$ cat src/rtl/riscv_multicycle_ctrl.sv
// Main control FSM and ALU decoder for the multicycle RV32I core (lw, sw, R/I ALU, beq, jal).
// Memory states honour a mem_ready handshake; all outputs are decoded from the registered state.
//
//   state    | meaning
//   FETCH    | read instruction at PC, PC <= PC+4 when memory accepts
//   DECODE   | read registers, precompute OldPC+imm
//   MEMADR   | rs1 + imm address for lw/sw
//   MEMREAD  | load access, held until mem_ready
//   MEMWB    | write loaded data to rd
//   MEMWRITE | store strobe, held until mem_ready
//   EXECR    | R-type ALU operation
//   EXECI    | I-type ALU operation
//   ALUWB    | write ALU result to rd
//   BEQ      | compare rs1/rs2, branch on zero
//   JAL      | PC <= target, ALU forms return address
//   HALT     | stopped after illegal opcode, exits on reset only
module riscv_multicycle_ctrl #(
  parameter bit HANDSHAKE    = 1'b1,
  parameter bit ILLEGAL_HALT = 1'b0
) (
  input  logic       clk_i,
  input  logic       reset_i,
  input  logic [6:0] op_i,
  input  logic [2:0] funct3_i,
  input  logic       funct7b5_i,
  input  logic       zero_i,
  input  logic       mem_ready_i,
  output logic       pc_write_o,
  output logic       adr_src_o,
  output logic       mem_write_o,
  output logic       ir_write_o,
  output logic [1:0] result_src_o,
  output logic [1:0] alu_src_a_o,
  output logic [1:0] alu_src_b_o,
  output logic [1:0] imm_src_o,
  output logic       reg_write_o,
  output logic [2:0] alu_ctrl_o,
  output logic       illegal_o,
  output logic       halted_o
);

  localparam logic [6:0] OP_LW  = 7'b0000011;
  localparam logic [6:0] OP_SW  = 7'b0100011;
  localparam logic [6:0] OP_R   = 7'b0110011;
  localparam logic [6:0] OP_I   = 7'b0010011;
  localparam logic [6:0] OP_BEQ = 7'b1100011;
  localparam logic [6:0] OP_JAL = 7'b1101111;

  localparam logic [2:0] ALU_ADD = 3'b000;
  localparam logic [2:0] ALU_SUB = 3'b001;
  localparam logic [2:0] ALU_AND = 3'b010;
  localparam logic [2:0] ALU_OR  = 3'b011;
  localparam logic [2:0] ALU_SLT = 3'b101;

  typedef enum logic [3:0] {
    S_FETCH, S_DECODE, S_MEMADR, S_MEMREAD, S_MEMWB, S_MEMWRITE,
    S_EXECR, S_EXECI, S_ALUWB, S_BEQ, S_JAL, S_HALT
  } state_t;

  state_t state_q, state_d;
  logic   rdy;

  function automatic logic [2:0] alu_decode(input logic [2:0] f3, input logic sub_ok);
    logic [2:0] r;
    r = ALU_ADD;
    case (f3)
      3'b000:  r = sub_ok ? ALU_SUB : ALU_ADD;
      3'b010:  r = ALU_SLT;
      3'b110:  r = ALU_OR;
      3'b111:  r = ALU_AND;
      default: r = ALU_ADD;
    endcase
    return r;
  endfunction

  always_ff @(posedge clk_i) begin
    if (!reset_i) state_q <= S_FETCH;
    else          state_q <= state_d;
  end

  always_comb begin
    state_d      = state_q;
    rdy          = HANDSHAKE ? mem_ready_i : 1'b1;
    pc_write_o   = 1'b0;
    adr_src_o    = 1'b0;
    mem_write_o  = 1'b0;
    ir_write_o   = 1'b0;
    result_src_o = 2'b00;
    alu_src_a_o  = 2'b00;
    alu_src_b_o  = 2'b00;
    reg_write_o  = 1'b0;
    alu_ctrl_o   = ALU_ADD;
    illegal_o    = 1'b0;
    halted_o     = 1'b0;
    case (state_q)
      S_FETCH: begin
        alu_src_b_o  = 2'b10;
        result_src_o = 2'b10;
        ir_write_o   = rdy;
        pc_write_o   = rdy;
        if (rdy) state_d = S_DECODE;
      end
      S_DECODE: begin
        alu_src_a_o = 2'b01;
        alu_src_b_o = 2'b01;
        case (op_i)
          OP_LW, OP_SW: state_d = S_MEMADR;
          OP_R:         state_d = S_EXECR;
          OP_I:         state_d = S_EXECI;
          OP_BEQ:       state_d = S_BEQ;
          OP_JAL:       state_d = S_JAL;
          default: begin
            illegal_o = 1'b1;
            state_d   = ILLEGAL_HALT ? S_HALT : S_FETCH;
          end
        endcase
      end
      S_MEMADR: begin
        alu_src_a_o = 2'b10;
        alu_src_b_o = 2'b01;
        state_d     = (op_i == OP_LW) ? S_MEMREAD : S_MEMWRITE;
      end
      S_MEMREAD: begin
        adr_src_o = 1'b1;
        if (rdy) state_d = S_MEMWB;
      end
      S_MEMWB: begin
        result_src_o = 2'b01;
        reg_write_o  = 1'b1;
        state_d      = S_FETCH;
      end
      S_MEMWRITE: begin
        adr_src_o   = 1'b1;
        mem_write_o = 1'b1;
        if (rdy) state_d = S_FETCH;
      end
      S_EXECR: begin
        alu_src_a_o = 2'b10;
        alu_ctrl_o  = alu_decode(funct3_i, funct7b5_i);
        state_d     = S_ALUWB;
      end
      S_EXECI: begin
        alu_src_a_o = 2'b10;
        alu_src_b_o = 2'b01;
        alu_ctrl_o  = alu_decode(funct3_i, 1'b0);
        state_d     = S_ALUWB;
      end
      S_ALUWB: begin
        reg_write_o = 1'b1;
        state_d     = S_FETCH;
      end
      S_BEQ: begin
        alu_src_a_o = 2'b10;
        alu_ctrl_o  = ALU_SUB;
        pc_write_o  = zero_i;
        state_d     = S_FETCH;
      end
      S_JAL: begin
        alu_src_a_o = 2'b01;
        alu_src_b_o = 2'b10;
        pc_write_o  = 1'b1;
        state_d     = S_ALUWB;
      end
      S_HALT: halted_o = 1'b1;
      default: state_d = S_FETCH;
    endcase
    // Reset held low must never let an in-flight access or write escape.
    if (!reset_i) begin
      pc_write_o  = 1'b0;
      ir_write_o  = 1'b0;
      mem_write_o = 1'b0;
      reg_write_o = 1'b0;
    end
  end

  always_comb begin
    imm_src_o = 2'b00;
    case (op_i)
      OP_SW:   imm_src_o = 2'b01;
      OP_BEQ:  imm_src_o = 2'b10;
      OP_JAL:  imm_src_o = 2'b11;
      default: imm_src_o = 2'b00;
    endcase
  end

endmodule

$ cat config.mk
export PLATFORM = sky130hd
export DESIGN_NAME = riscv_multicycle_ctrl
export DESIGN_NICKNAME = d
export VERILOG_FILES = /design/src/rtl/riscv_multicycle_ctrl.sv
export SDC_FILE = /design/constraint.sdc
export NUM_CORES = 1
export LEC_CHECK = 0
export BUFFER_PORTS_ARGS = -buffer_cell sky130_fd_sc_hd__buf_4
export CORE_MARGIN = 5
export CORE_UTILIZATION = 40
export CTS_BUF_LIST = sky130_fd_sc_hd__clkbuf_16
export CTS_CLUSTER_SIZE = 24
export DETAILED_ROUTE_END_ITERATION = 10
export GPL_TIMING_DRIVEN = 0
export HOLD_SLACK_MARGIN = 0.12
export PLACE_DENSITY_LB_ADDON = 0.08
export SETUP_SLACK_MARGIN = 0.4
export SKIP_LAST_GASP = 1
export SLEW_MARGIN = 20
export SYNTH_ARGS = -nofsm -noshare
export SYNTH_HDL_FRONTEND = slang
export SYNTH_SLANG_ARGS = --single-unit
$ cat constraint.sdc
create_clock -name clk_i -period 1.72 [get_ports clk_i]
set_input_delay 0.086 -clock clk_i [delete_from_list [all_inputs] [get_ports clk_i]]
set_output_delay 0.086 -clock clk_i [all_outputs]
set_load 0.005 [all_outputs]
After elaboration in Yosys (flattened, before gate mapping)
Cells that the tools add are included. W data, S select, Z words.

Bits in registers: 4. Output and inout bits: 18.

Bitwise operators: 1. Reductions and logical operators: 12. Equality and inequality tests: 23. Muxes and demuxes: 26.

Operators with widths (number): $pmux W4 S7 (1); $pmux W4 S5 (1); $pmux W3 S3 (2); $eq A4 B3 Y1 const B (4); $eq A4 B4 Y1 const B (4); $eq A7 B6 Y1 const B (2); $eq A7 B7 Y1 const B (2); $mux W1 (12); $mux W4 (3); $pmux W2 S2 (3); $pmux W3 S4 (1); $reduce_or A2 Y1 (5); $eq A4 B2 Y1 const B (2); $eq A7 B2 Y1 const B (1); $eq A7 B5 Y1 const B (1); $eq A3 B3 Y1 const B (2); $ne A2 B2 Y1 const B (3); $pmux W2 S3 (1); $reduce_or A3 Y1 (2); $reduce_or A6 Y1 (1); $eq A4 B1 Y1 const B (1); $logic_not A4 Y1 (1); $reduce_and A4 Y1 (1); $reduce_or A4 Y1 (1); 5 further kinds (5).

Longest topological paths before layout
Gate-level depths: netlist of the first run.

Depth in word-level cells: 4. Mapped depth: 6. Gate-level depth less buffers: 4.

Least setup slack after synthesis of the first run
No wires, ideal clock.

Path type: reg2reg. From: register state_q[3]. To: register state_q[2]. Library setup time: 0.091 ns. Cell stages (with the launch flop): 6. Buffers on the path: 1. Arrival: 1.298 ns. Slack: 0.331 ns. Cells stage by stage: dfxtp_1 > buf_6 > or4b_4 > nor3_2 > o21ai_1 > a311oi_1.

Word-level cells in the longest chain between the ends: 3.

Ends and longest elaborated chain: start: declaration (line 60) `state_t state_q, state_d;`; start signal: assignment (line 78) `else state_q <= state_d;`; $eq A4 B3 Y1 (tied with other cells) (line 95) `case (state_q)`; $reduce_or A3 Y1 (no source line) (tied with other cells); $pmux W4 S7 / $reduce_and A4 Y1 (equally long branches).

Several ways; a longest one is shown, not always the timed one. A chain may end at the register's enable or synchronous reset.

Worst setup path in the final report of the first run
From: register state_q[2]. To: register state_q[2].

Same word-level chain as after synthesis.

==> impl_metrics.tcl, run 1 <==
set metrics [dict create \
    final_layout_size_suffix_gt1_share_pct 63.82 \
    async_reset_ff_share_pct 0 \
    hold_start "reset_i" \
    antenna_found_initial 0 \
    synthFlopType "dfxtp_1" \
    max-cap-violations 0 \
    dp_cells 144 \
    crit_arrival_ns 1.79 \
    synth_area_per_cell_um2 6.856 \
    grt_max_degree 11 \
    drtPass1Iterations 4 \
    clk_pin_slew_ns 0.03 \
    io_buffers 32 \
    synth_top_family_by_area "simple AND/OR/NAND/NOR gates" \
    cts-root-buf "clkbuf_16" \
    max_freq_mhz 584.6 \
    crit_buf_inv 2 \
    wl_per_cell_um 25.18 \
    top_regs "state_q x4" \
    yosys_warnings 0 \
    yosys.area_share.simple_pct 50.38 \
    skew_ns 0.002891 \
    grt_pass1_vias 964 \
    drt-initial-drc-count 101 \
    crit_chain "buf_8 -> buf_4 -> nand2b_2 -> a21oi_2 -> o21ai_0 -> a311oi_1" \
    antenna_left 0 \
    synth_area_um2 658.1 \
    use_met3_pct 6.213 \
    worst_setup_path_end_kind "register" \
    nFillCells 59 \
    hold_depth 2 \
    dp_worst_setup_slack_ns 0.1743 \
    synthesis.nets 111 \
    drc 0 \
    whs_endpoint "state_q[1]" \
    synth_edf_count 0 \
    numCtsBuffers 3 \
    r2r_start "state_q[2]" \
    rr_worst_depth 6 \
    setup_ws_ns 0.009493 \
    power_uw 683.1 \
    dp_hpwl_mm 1.597 \
    routabilityCongestion 0.8360 \
    met2_usage_pct 37.60 \
    path_delay_family "compound AO/OA/AOI/OAI gates" \
    grt_first_pass_wirelength_mm 4.367 \
    maxSlewViolCount 0 \
    syn_inst 96 \
    cts_max_level 1 \
    io_pins 33 \
    status "finished clean" \
    syn_to_final_growth_pct 114.3 \
    synthDistinctLibCells 43 \
    power_density_nw_per_um2 484.5 \
    die_x_um 50.56 \
    worst_ir_drop_vdd_uv 1002 \
    clkSinkCount 4 \
    ys_ff_latch 4 \
    grtUsageMet1_pct 22.90 \
    die_h_um 50.56 \
    synth_compound_area_share_pct 27.57 \
    required_ns 1.80 \
    setup_viol_count_final 0 \
    cts_tree "yes" \
    via_count 1152 \
    fin_crit_ns 1.711 \
    r2r_slack_ns 0.009 \
    fin_cells 168 \
    avgViaCountPerCell 6.857 \
    rsz0062_at_grt "yes" \
    ys_seq_area_share_pct 12.17 \
    rows 14 \
    crit_type "register to register" \
    cp_slowest_stage_delay_ns 0.36 \
    r2r-end "state_q[2]" \
    largest_register "state_q" \
    wirelength_mm 4.230 \
    muxShareOfSynthArea_pct 0 \
    nNetsFinal 169 \
    diodes 0 \
    grt-busiest-layer "met2" \
    p_leak_nw 0.5924 \
    clk_latency_ns 0.22 \
    largest_reg_flops 4 \
    hp-class "input pin to register" \
    core_area_um2 1541 \
    synth-xor-area-share_pct 2.662 \
    path_max_fanout 8 \
    postLayoutCoreUtil_pct 91.48 \
    start_util_pct 42.69 \
    overflow 0 \
    worst_pin_slew_ns 0.3691 \
    cp-start-kind "register" \
    hold_viol 0 \
    fin_crit_sh_pct 99.45 \
    slowest_stage "dfxtp_4" \
    grtUsageTotal_pct 21.17 \
    die_area_um2 2556 \
    ctsLongestPathBuffers 2 \
    synthAdderAreaFrac_pct 0 \
    max_slew_margin_pct 75.22 \
]
[per-layer routing]
metal	up-vias	share of wire, %
li1	478	-
met1	521	34
met2	113	49
met3	40	8.8
met4	0	8.1
met5	-	0
[layout make-up]
class                           count  area, um2  share of cell area (%)
Tap cell                           16      20.02                   1.420
Buffer                              7      111.4                   7.897
Multi-Input combinational cell     83      663.1                   47.03
Clock buffer                        3      75.07                   5.324
Sequential cell                     4      92.59                   6.566
Inverter                            2      7.507                  0.5324
Timing Repair Buffer               53      440.4                   31.23
[per-stage QoR]
step,instance area (um2),setup TNS [ns],hold slack (ns)
global route,1410,-0.06602,0.1653
CTS,1192,0,0.1372
global placement,918.4,0,0.3621
detailed placement,918.4,0,0.3629
finish,1410,0,0.1618
floorplan,658.1,0,0.2054
[logic make-up after synthesis]
logic type	count (synthesis)
buffers and inverters	9
AO/OA/AOI/OAI	28
XOR/XNOR	2
flip-flops	4
AND/OR/NAND/NOR	53
[worst max path at each step]
stage                           from         end  slack, ns  depth (start not counted)
final                     state_q[2]  state_q[2]      0.009                          6
after CTS                 state_q[1]  pc_write_o       0.27                          6
after floorplan           state_q[3]  state_q[2]       0.38                          5
after global routing      state_q[3]  state_q[2]      -0.07                          5
after global placement    state_q[1]  pc_write_o       0.17                          6
after detailed placement  state_q[1]  pc_write_o       0.17                          6
[cell usage in the layout, fill, tap and decap left out, types with 3 or more instances in the layout]
cell type	instances
buf_6	9
clkbuf_16	4
nand2_1	6
nor3_2	3
a21oi_1	8
dfxtp_4	3
nand3_1	4
buf_8	5
buf_4	44
[power breakdown]
group | internal (mW) | switching (mW)
sequential | 0.0931 | 0.00424
clock | 0.297 | 0.0596
combinational | 0.119 | 0.110
[cell usage after synthesis, types with 2 or more instances]
cell type	number	area share, %
nor2_1	6	3.4
nor4_1	3	2.9
inv_1	2	1.1
nand3_1	4	3.0
dfxtp_1	4	12
o31ai_1	2	2.3
nor2b_1	6	5.7
a211oi_1	2	2.3
nand4_1	2	1.9
buf_2	2	1.5
o21a_1	2	2.3
nand3b_1	2	2.3
nor3_1	3	2.3
nand2b_1	4	3.8
a21oi_1	9	6.8
clkbuf_1	3	1.7
a311oi_1	2	2.7
and2_1	2	1.9
o21ai_0	5	3.8
nor3b_1	2	2.3
nand2_1	7	4.0
[repair_timing]
action,in CTS,in global routing
hold buffers,0,0
setup endpoints to repair,20,17
setup buffers,11,10
pin swaps,4,17
gates resized for setup,34,34
Power figures use the tool's default switching activity.
==> run 2, diff against run 1 <==
Settings changed: CORE_ASPECT_RATIO from default to 1.4, CORE_UTILIZATION 40 to 27, SETUP_SLACK_MARGIN 0.4 to 0.05.
==> run 2 against run 1 <==
Worst setup slack improved by 0.035 ns. Combinational power shrank 37%. Design area shrank 27%. Sequential cell count unchanged. Non-clock buffer count down 21. Largest power group unchanged.
==> impl_metrics.tcl, run 2 (same netlist as run 1, synthesis figures left out) <==
set metrics [dict create \
    status "finished clean" \
    drt-initial-drc-count 34 \
    hold_viol 0 \
    crit_arrival_ns 1.59 \
    hold_start "reset_i" \
    numCtsBuffers 3 \
    core_area_um2 2365 \
    largest_reg_flops 4 \
    ctsLongestPathBuffers 2 \
    maxSlewViolCount 0 \
    clk_pin_slew_ns 0.03 \
    path_max_fanout 9 \
    fin_cells 154 \
    top_regs "state_q x4" \
    diodes 0 \
    rr_worst_depth 5 \
    grt_first_pass_wirelength_mm 3.505 \
    worst_ir_drop_vdd_uv 702.8 \
    max-cap-violations 0 \
    crit_type "register to output port" \
    die_area_um2 3539 \
    antenna_left 0 \
    cts_tree "yes" \
    crit_chain "buf_6 -> nor2_1 -> a21oi_1 -> o21a_1 -> nor3_1 -> buf_4" \
    cp_slowest_stage_delay_ns 0.34 \
    wirelength_mm 2.215 \
    fin_crit_ns 1.676 \
    final_cell_mix "buf_4, a21oi_1, nand2_1, nor2_1, nor2b_1" \
    rsz0062_at_grt "yes" \
    grtUsageTotal_pct 12.78 \
    max_freq_mhz 596.7 \
    r2r_slack_ns 0.22 \
    whs_endpoint "state_q[1]" \
    grt_pass1_vias 803 \
    r2r-end "state_q[0]" \
    routabilityCongestion 0.7989 \
    dp_cells 151 \
    dp_worst_setup_slack_ns 0.09599 \
    grt_max_degree 11 \
    drtPass1Iterations 4 \
    setup_viol_count_final 0 \
    nNetsFinal 148 \
    io_pins 33 \
    hp-class "input pin to register" \
    final_common_cell "buf_4" \
    p_leak_nw 0.4207 \
    antenna_found_initial 0 \
    worst_setup_path_end_kind "output port" \
    overflow 0 \
    power_uw 597.3 \
    stdcell_area_um2 1027 \
    worst_pin_slew_ns 0.4161 \
    timing.hold.ws_ns 0.1443 \
    fin_crit_sh_pct 97.44 \
    slowest_stage "nor2_1" \
    max_slew_margin_pct 72.16 \
    cts_max_level 1 \
    die_x_um 51.73 \
    cts-root-buf "clkbuf_16" \
    clk_latency_ns 0.22 \
    required_ns 1.63 \
    hold_depth 2 \
    syn_to_final_growth_pct 56.08 \
    placement.cell_area_um2 927.1 \
    die_h_um 68.42 \
    start_util_pct 27.83 \
    rows 21 \
    cp-start-kind "register" \
    final_layout_size_suffix_gt1_share_pct 38.93 \
    drc 0 \
    r2r_start "state_q[3]" \
    largest_register "state_q" \
    clkSinkCount 4 \
    skew_ns 0.001547 \
    wl_per_cell_um 14.38 \
    dp_hpwl_mm 1.774 \
    power_density_nw_per_um2 581.5 \
    io_buffers 32 \
    via_count 847 \
    setup_ws_ns 0.04412 \
    avgViaCountPerCell 5.500 \
]
==> run 2: cell count changes in the layout (fill, tap and decap cells not counted), sizes merged <==
cell	before	now
clkbuf	4	5
buf	59	37
==> run 2: per-stage QoR <==
stage	utilization, %	setup TNS, ns
after floorplan	-	0
after global routing	43.44	-0.02113
after detailed placement	39.21	0
after global placement	39.21	0
after CTS	42.70	-0.006712
final	43.44	0
==> run 2: critical path: cells and delay by family, from the launching register on <==
| kind | cells | cell delay (ns) |
|---|---|---|
| AND/OR/NAND/NOR | 2 | 0.49 |
| AO/OA/AOI/OAI | 2 | 0.32 |
| flip-flops | 1 | 0.29 |
| buffers and inverters | 2 | 0.27 |
==> run 2: area by class of cell <==
type / instances / area, um2
fill: 259 / 1338
sequential: 4 / 81.33
inverter: 2 / 7.507
buffer: 7 / 51.30
timing repair buffer: 32 / 240.2
clock buffer: 3 / 75.07
multi-input combinational: 83 / 543.0
tap: 23 / 28.78
==> run 2: what timing repair did <==
| action | in CTS | in global routing |
|---|---|---|
| buffers inserted | 0 | 0 |
| gates resized for setup | 4 | 8 |
| hold buffers | 0 | 0 |
| endpoints found under the setup margin | 4 | 6 |
==> run 2: how the worst max path moves through the flow <==
stage	start	end	slack, ns	depth (start not counted)
after floorplan	state_q[3]	state_q[2]	0.33	5
after global placement	state_q[1]	pc_write_o	0.10	6
after detailed placement	state_q[1]	pc_write_o	0.1	6
after CTS	state_q[1]	pc_write_o	-0.007	6
after global routing	state_q[3]	pc_write_o	-0.02	6
final	state_q[3]	pc_write_o	0.04	6
==> run 2: report_power, final <==
part / internal [mW] / switching (mW) / leakage, nW
Sequential: 0.0961 / 0.00212 / 0.0330
Clock: 0.296 / 0.0581 / 0.0370
Combinational: 0.0764 / 0.0684 / 0.351
Total: 0.469 / 0.129 / 0.421
==> run 2: per-layer routing <==
layer  vias up  global-route usage, %  wire [um]
li1        436                      -          -
met5         -                      0          0
met1       384                  13.64        871
met3         0                  4.793        163
met4         0                      0          0
met2        27                  25.00       1179
